`src/rtl/tbu_deser_pkg.sv`:
```
// Shared types and defaults for the traceback-unit deserializer and its output FIFO.
package tbu_deser_pkg;

    localparam int DATA_W_DEF     = 8;
    localparam int FIFO_DEPTH_DEF = 4;
    localparam int WORD_MAX_W     = 32;

    function automatic int level_w(input int depth);
        return $clog2(depth) + 1;
    endfunction

    // Entries are sized for the widest legal word; narrower builds zero-extend.
    typedef struct packed {
        logic                  partial;
        logic [WORD_MAX_W-1:0] word;
    } fifo_entry_t;

endpackage

```
`src/rtl/tbu_deserializer_if.sv`:
```
// Serial-in / word-out bus of the deserializer; master drives bits and ready, slave is the DUT.
interface tbu_deserializer_if #(
    parameter int DATA_W     = 8,
    parameter int FIFO_DEPTH = 4
);
    logic                            data_serial_i;
    logic                            valid_serial_i;
    logic                            sof_i;
    logic                            msb_first_i;
    logic                            flush_i;
    logic                            word_ready_i;
    logic [DATA_W-1:0]               word_o;
    logic                            word_valid_o;
    logic                            word_partial_o;
    logic                            overflow_o;
    logic [$clog2(FIFO_DEPTH):0]     level_o;

    modport master (
        output data_serial_i, valid_serial_i, sof_i, msb_first_i, flush_i, word_ready_i,
        input  word_o, word_valid_o, word_partial_o, overflow_o, level_o
    );

    modport slave (
        input  data_serial_i, valid_serial_i, sof_i, msb_first_i, flush_i, word_ready_i,
        output word_o, word_valid_o, word_partial_o, overflow_o, level_o
    );

endinterface

```
`src/rtl/tbu_deser_fifo.sv`:
```
// Synchronous FIFO with registered occupancy; a push into a full FIFO succeeds only alongside a pop.
module tbu_deser_fifo
    import tbu_deser_pkg::*;
#(
    parameter int DEPTH = FIFO_DEPTH_DEF
) (
    input  logic                      clk,
    input  logic                      rst_n,
    input  logic                      push_i,
    input  fifo_entry_t               entry_i,
    input  logic                      pop_i,
    output fifo_entry_t               entry_o,
    output logic                      full_o,
    output logic                      empty_o,
    output logic                      drop_o,
    output logic [level_w(DEPTH)-1:0] level_o
);

    localparam int PTR_W = $clog2(DEPTH);
    localparam int LVL_W = level_w(DEPTH);

    fifo_entry_t      mem_q [DEPTH];
    logic [PTR_W-1:0] wr_ptr_q, wr_ptr_d;
    logic [PTR_W-1:0] rd_ptr_q, rd_ptr_d;
    logic [LVL_W-1:0] level_q, level_d;
    logic             do_push, do_pop;

    assign empty_o = (level_q == '0);
    assign full_o  = (level_q == LVL_W'(DEPTH));
    assign do_pop  = pop_i & ~empty_o;
    assign do_push = push_i & (~full_o | do_pop);
    assign drop_o  = push_i & ~do_push;
    assign level_o = level_q;
    assign entry_o = empty_o ? '0 : mem_q[rd_ptr_q];

    always_comb begin
        wr_ptr_d = wr_ptr_q;
        rd_ptr_d = rd_ptr_q;
        level_d  = level_q;
        if (do_push) wr_ptr_d = wr_ptr_q + PTR_W'(1);
        if (do_pop)  rd_ptr_d = rd_ptr_q + PTR_W'(1);
        case ({do_push, do_pop})
            2'b10:   level_d = level_q + LVL_W'(1);
            2'b01:   level_d = level_q - LVL_W'(1);
            default: level_d = level_q;
        endcase
    end

    always_ff @(posedge clk or negedge rst_n) begin
        if (!rst_n) begin
            wr_ptr_q <= '0;
            rd_ptr_q <= '0;
            level_q  <= '0;
        end else begin
            wr_ptr_q <= wr_ptr_d;
            rd_ptr_q <= rd_ptr_d;
            level_q  <= level_d;
        end
    end

    // Storage needs no reset: the head is masked to zero while empty.
    always_ff @(posedge clk) begin
        if (do_push) mem_q[wr_ptr_q] <= entry_i;
    end

endmodule

```
`src/rtl/tbu_deserializer.sv`:
```
// Packs the traceback bit stream into DATA_W-bit words and queues them for a valid/ready consumer.
// Optional partial-word flush is enabled by defining TBU_DESER_FLUSH_EN.
module tbu_deserializer
    import tbu_deser_pkg::*;
#(
    parameter int DATA_W     = DATA_W_DEF,
    parameter int FIFO_DEPTH = FIFO_DEPTH_DEF
) (
    input logic               clk,
    input logic               rst_n,
    tbu_deserializer_if.slave bus
);

    localparam int CNT_W = $clog2(DATA_W);
    localparam int LVL_W = level_w(FIFO_DEPTH);

    logic [DATA_W-1:0] shift_q, shift_d;
    logic [DATA_W-1:0] word_nxt, bit_vec;
    logic [CNT_W-1:0]  cnt_q, cnt_d, cnt_eff, pos;
    logic              msb_q, msb_d, order;
    logic              complete, flush_push, push, pop;
    logic              full, empty, drop;
    logic              overflow_q, overflow_d;
    logic [LVL_W-1:0]  level;
    fifo_entry_t       push_entry, head;
    logic              unused_head;

    // A start-of-frame bit restarts the word as index 0, discarding any partial bits.
    always_comb begin
        cnt_eff  = bus.sof_i ? '0 : cnt_q;
        order    = (cnt_eff == '0) ? bus.msb_first_i : msb_q;
        pos      = order ? (CNT_W'(DATA_W - 1) - cnt_eff) : cnt_eff;
        bit_vec  = DATA_W'(bus.data_serial_i) << pos;
        word_nxt = shift_q;
        complete = 1'b0;
        if (bus.valid_serial_i) begin
            word_nxt = (bus.sof_i ? '0 : shift_q) | bit_vec;
            complete = (cnt_eff == CNT_W'(DATA_W - 1));
        end
    end

`ifdef TBU_DESER_FLUSH_EN
    assign flush_push         = bus.flush_i & ~complete & (bus.valid_serial_i | (cnt_q != '0));
    assign bus.word_partial_o = head.partial;
`else
    logic unused_flush;
    assign unused_flush       = bus.flush_i;
    assign flush_push         = 1'b0;
    assign bus.word_partial_o = 1'b0;
`endif

    assign push = complete | flush_push;
    assign pop  = ~empty & bus.word_ready_i;

    always_comb begin
        push_entry                 = '0;
        push_entry.partial         = flush_push;
        push_entry.word[DATA_W-1:0] = word_nxt;
    end

    // Any pushed word, delivered or dropped, restarts the collector at index 0.
    always_comb begin
        shift_d    = shift_q;
        cnt_d      = cnt_q;
        msb_d      = msb_q;
        overflow_d = overflow_q | drop;
        if (push) begin
            shift_d = '0;
            cnt_d   = '0;
            msb_d   = order;
        end else if (bus.valid_serial_i) begin
            shift_d = word_nxt;
            cnt_d   = cnt_eff + CNT_W'(1);
            msb_d   = order;
        end
    end

    always_ff @(posedge clk or negedge rst_n) begin
        if (!rst_n) begin
            shift_q    <= '0;
            cnt_q      <= '0;
            msb_q      <= 1'b0;
            overflow_q <= 1'b0;
        end else begin
            shift_q    <= shift_d;
            cnt_q      <= cnt_d;
            msb_q      <= msb_d;
            overflow_q <= overflow_d;
        end
    end

    tbu_deser_fifo #(
        .DEPTH (FIFO_DEPTH)
    ) u_fifo (
        .clk     (clk),
        .rst_n   (rst_n),
        .push_i  (push),
        .entry_i (push_entry),
        .pop_i   (pop),
        .entry_o (head),
        .full_o  (full),
        .empty_o (empty),
        .drop_o  (drop),
        .level_o (level)
    );

    assign unused_head      = ^head;
    assign bus.word_o       = head.word[DATA_W-1:0];
    assign bus.word_valid_o = ~empty;
    assign bus.overflow_o   = overflow_q;
    assign bus.level_o      = level;

endmodule

```
`src/flat_wrapper.sv`:
```
// flat-port wrapper written by rule: the top's interface ports become plain ports
module tbu_deserializer_flat import tbu_deser_pkg::*;
#(
    parameter int DATA_W     = DATA_W_DEF,
    parameter int FIFO_DEPTH = FIFO_DEPTH_DEF
)
  (clk, rst_n, bus_data_serial_i, bus_valid_serial_i, bus_sof_i, bus_msb_first_i, bus_flush_i, bus_word_ready_i, bus_word_o, bus_word_valid_o, bus_word_partial_o, bus_overflow_o, bus_level_o);
  tbu_deserializer_if #(.DATA_W(DATA_W), .FIFO_DEPTH(FIFO_DEPTH)) bus_i ();
  input logic clk;
  input logic rst_n;
  input wire logic [$bits(bus_i.data_serial_i)-1:0] bus_data_serial_i;
  input wire logic [$bits(bus_i.valid_serial_i)-1:0] bus_valid_serial_i;
  input wire logic [$bits(bus_i.sof_i)-1:0] bus_sof_i;
  input wire logic [$bits(bus_i.msb_first_i)-1:0] bus_msb_first_i;
  input wire logic [$bits(bus_i.flush_i)-1:0] bus_flush_i;
  input wire logic [$bits(bus_i.word_ready_i)-1:0] bus_word_ready_i;
  output wire logic [$bits(bus_i.word_o)-1:0] bus_word_o;
  output wire logic [$bits(bus_i.word_valid_o)-1:0] bus_word_valid_o;
  output wire logic [$bits(bus_i.word_partial_o)-1:0] bus_word_partial_o;
  output wire logic [$bits(bus_i.overflow_o)-1:0] bus_overflow_o;
  output wire logic [$bits(bus_i.level_o)-1:0] bus_level_o;
  assign bus_i.data_serial_i = bus_data_serial_i;
  assign bus_i.valid_serial_i = bus_valid_serial_i;
  assign bus_i.sof_i = bus_sof_i;
  assign bus_i.msb_first_i = bus_msb_first_i;
  assign bus_i.flush_i = bus_flush_i;
  assign bus_i.word_ready_i = bus_word_ready_i;
  assign bus_word_o = bus_i.word_o;
  assign bus_word_valid_o = bus_i.word_valid_o;
  assign bus_word_partial_o = bus_i.word_partial_o;
  assign bus_overflow_o = bus_i.overflow_o;
  assign bus_level_o = bus_i.level_o;
  tbu_deserializer #(.DATA_W(DATA_W), .FIFO_DEPTH(FIFO_DEPTH)) u_core (.clk(clk), .rst_n(rst_n), .bus(bus_i));
endmodule
```
`config.mk`:
```
export PLATFORM = sky130hd
export DESIGN_NAME = tbu_deserializer_flat
export DESIGN_NICKNAME = d
export VERILOG_FILES = /design/src/rtl/tbu_deser_pkg.sv /design/src/rtl/tbu_deserializer_if.sv /design/src/rtl/tbu_deser_fifo.sv /design/src/rtl/tbu_deserializer.sv /design/src/flat_wrapper.sv
export SDC_FILE = /design/constraint.sdc
export NUM_CORES = 1
export LEC_CHECK = 0
export CELL_PAD_IN_SITES_DETAIL_PLACEMENT = 1
export CELL_PAD_IN_SITES_GLOBAL_PLACEMENT = 2
export CORE_ASPECT_RATIO = 1.5
export CORE_MARGIN = 5
export CORE_UTILIZATION = 40
export CTS_CLUSTER_SIZE = 28
export DETAILED_ROUTE_END_ITERATION = 12
export PLACE_DENSITY = 0.87
export SLEW_MARGIN = 20
export SYNTH_ARGS = -nofsm -noshare
export SYNTH_HDL_FRONTEND = slang
export SYNTH_SLANG_ARGS = --single-unit
```
`constraint.sdc`:
```
create_clock -name clk -period 3.1 [get_ports clk]
set_input_delay 0.62 -clock clk [delete_from_list [all_inputs] [get_ports clk]]
set_output_delay 0.62 -clock clk [all_outputs]
set_load 0.01 [all_outputs]
```
==> impl_metrics.csv <==
group,metric,value,unit
finish,final_cell_area,2990,um2
timing,report.final.hold_viol_count,0,
finish,seq_area,1460,um2
pwr,max-vdd-ir-drop,0.000280,V
synthesis,synth-seq-cells,52,
floorplan,dieHeight,108,um
place,post_dp_cell_area,2890,um2
global_route,grt_pass1_wl,8420,um
detailed_routing,dr.pass1.iters,4,
cts,cts_buffers,5,
place,dpl.cell_count,291,
cts,insertion_delay,0.31,ns
synthesis,yosysWarningCount,0,
synthesis,synth-async-reset-ratio,38.5,%
finish,multiInputGateArea,1020,um2
timing,setup_violations,0,
global_route,grt_max_degree,21,
detailed_routing,drcViolationCount,0,
global_route,met3_usage,2.14,%
synthesis,synth_cell_types,49,
cts,cts_tree,"built",
timing,period_share,92.5,%
pwr,switchingPower,732,uW
finish,syn2layout_area_growth,15.9,%
synthesis,synth_area_leaders,"edfxtp_1, dfrtp_1, mux4_2",
cts,cts_hold_buf,0,
floorplan,num_io_pins,22,
synthesis,synth_enable_flop_cells,32,
setup_path,r2r_start,"u_core.cnt_q[0]$_DFFE_PN0P_",
synthesis,synth_flop_cell,"edfxtp_1",
synthesis,ys_top_cells_by_count,"edfxtp_1, nand2_1, dfrtp_1",
finish,fillers,651,
place,gp_congestion,0.788,
timing,min_period,2.87,ns
setup_path,cp_slowest_cell,"dfrtp_1",
setup_path,crit_required,2.48,ns
synthesis,synth-seq-area-share,56.7,%
detailed_routing,ant_nets,0,
cts,post_cts.repair.setup_buffers,0,
synthesis,syn_inst,196,
cts,cts_buffer_depth,2,
synthesis,yosysMostFrequentCell,"edfxtp_1",
min_path,hold_path_class,"reg2reg",
setup_path,crit_chain,"mux4_2 > and2_1 > clkdlybuf4s50_1",
finish,fin_util,48.0,%
global_route,grtUsageTotal,13.5,%
cts,cts_resized,0,
pwr,power,2.19,mW
timing,tightest_slew,0.594,ns
detailed_routing,via_per_inst,5.40,
detailed_routing,drtIter0Drc,61,
cts,clkSlewWorstSetupHoldPaths,0.10,ns
min_path,min_path_cells,1,
global_route,grt_use_met2,25.0,%
synthesis,synth_nets,212,
cts,htree_levels,2,
detailed_routing,vias,1615,
timing,rsz0062_at_grt,"false",
pwr,power_leakage,1.14,nW
timing,fmax,349,MHz
floorplan,die_area,8180,um2
detailed_routing,wirelength,4970,um
place,port-buffer-count,19,
floorplan,coreArea,6220,um2
floorplan,initial_core_util,41.4,%
job,drv_cap,0,
finish,drive_gt1_share,18.2,%
setup_path,startpoint_type,"flip-flop",
setup_path,worst_r2r_path_depth,7,
floorplan,die_w,75.5,um
pwr,seqPwrFrac,43.9,%
setup_path,max_stage_delay,0.73,ns
detailed_routing,wl_per_cell,16.6,um
timing,maxSlewHeadroom,60.1,%
cts,cts.sinks,52,
global_route,met1_usage,15.3,%
synthesis,avgSynthCellArea,13.2,um2
synthesis,synth.cell_area,2580,um2
global_route,grt_pass1_vias,1706,
timing,finalClockSkew,0.0117,ns
setup_path,end_kind,"output port",
synthesis,synth_top_cell_area_share,37.3,%
floorplan,rows,35,
synthesis,yosys.area.top_type,"edfxtp_1",
finish,fin_cells,299,
place,hpwl,3850,um
cts,cts_root_buf,"clkbuf_8",
setup_path,crit_fanout,10,
setup_path,critical_path_arrival,2.25,ns
run_status,status,"finished, final reports clean",
finish,diodes,0,
pwr,powerDensity,733,nW/um2
setup_path,worstSetupPathType,"reg2out",
pwr,p_int,1.46,mW
setup_path,cp-startpoint,"u_core.u_fifo.rd_ptr_q[0]$_DFFE_PN0P_",
global_route,grt-busiest-layer,"met2",
global_route,antenna_found_initial,0,
timing,slew_violations,0,
min_path,hp-start,"u_core.bus.overflow_o$_DFF_PN0_",
pwr,power_frac_clock,18.3,%
pwr,p_comb_share,37.8,%
global_route,grt_overflow,0,
pwr,swShare,33.4,%
finish,nets,240,
[sequential cells by signal, summed over array words and instances, names as in the netlist]
| signal | flops |
|---|---|
| u_core.u_fifo.mem_q | 32 |
| u_core.shift_q | 8 |
| u_core.cnt_q | 3 |
| u_core.u_fifo.level_o | 3 |
| u_core.u_fifo.rd_ptr_q | 2 |
| u_core.u_fifo.wr_ptr_q | 2 |
| u_core.bus.overflow_o | 1 |
| u_core.msb_q | 1 |
[stage by stage]
step | hold slack, ns | setup WS (ns) | setup TNS (ns)
floorplan | 0.324 | 0.373 | 0
global placement | 0.460 | 0.0841 | 0
detailed placement | 0.465 | -0.0108 | -0.0428
CTS | 0.495 | 0.153 | 0
global route | 0.522 | 0.0814 | 0
finish | 0.489 | 0.233 | 0
[cell usage in the layout (no fill, tap or decap), types with 7 or more instances in the layout]
cell / n
edfxtp_1: 32
inv_1: 8
and2_1: 12
buf_4: 12
nand2_1: 21
clkdlybuf4s50_1: 19
mux4_2: 8
ha_1: 7
dfrtp_1: 20
[area by class of cell]
class                      count  share of cell area, %
clock buffer                   5                   2.30
clock inverter                 3                  0.921
inverter                       9                   1.13
multi-input combinational    125                   34.3
sequential                    52                   48.9
tap                           74                   3.10
timing repair buffer          31                   9.38
[worst paths after layout]
kind,endpoint,slack (ns)
worst max-delay path,bus_word_o[6],0.23
worst min-delay path,u_core.bus.overflow_o$_DFF_PN0_,0.49
worst max register to register,u_core.u_fifo.mem_q[2][7]$_DFFE_PP_,0.62
worst min register to register,u_core.bus.overflow_o$_DFF_PN0_,0.49
max in group asynchronous,u_core.shift_q[6]$_DFFE_PN0P_,2.22
min in group asynchronous,u_core.u_fifo.level_o[0]$_DFFE_PN0P_,0.65
[power by group through the flow]
stage	Clock (mW)	Combinational, mW	Sequential (mW)
finish	0.402	0.827	0.961
global route	0.452	0.910	0.984
CTS	0.420	0.846	0.969
detailed placement	0	0.842	0.984
global placement	0	0.815	0.974
floorplan	0	0.589	0.900
[metal layers]
metal	vias up	routed length, um
li1	785	-
met1	806	1940
met2	17	2850
met3	7	116
met4	0	68
met5	-	0
[cell families after synthesis]
kind of cell / Yosys count / share of synthesized area (%)
AND/OR/NAND/NOR: 62 / 13.5
flip-flops: 52 / 56.7
AO/OA/AOI/OAI: 35 / 10.9
buffers and inverters: 19 / 3.59
multiplexers: 12 / 8.64
adder cells (fa/ha/maj): 8 / 4.17
XOR/XNOR: 7 / 2.38
other: 1 / 0.145
[critical path, delay by kind of cell, from the launching register on]
family                 cells  cell delay (ns)
multiplexers               1             0.57
flip-flops                 1             0.73
buffers and inverters      1             0.47
AND/OR/NAND/NOR            1             0.16
(Power assumes the default switching activity.)
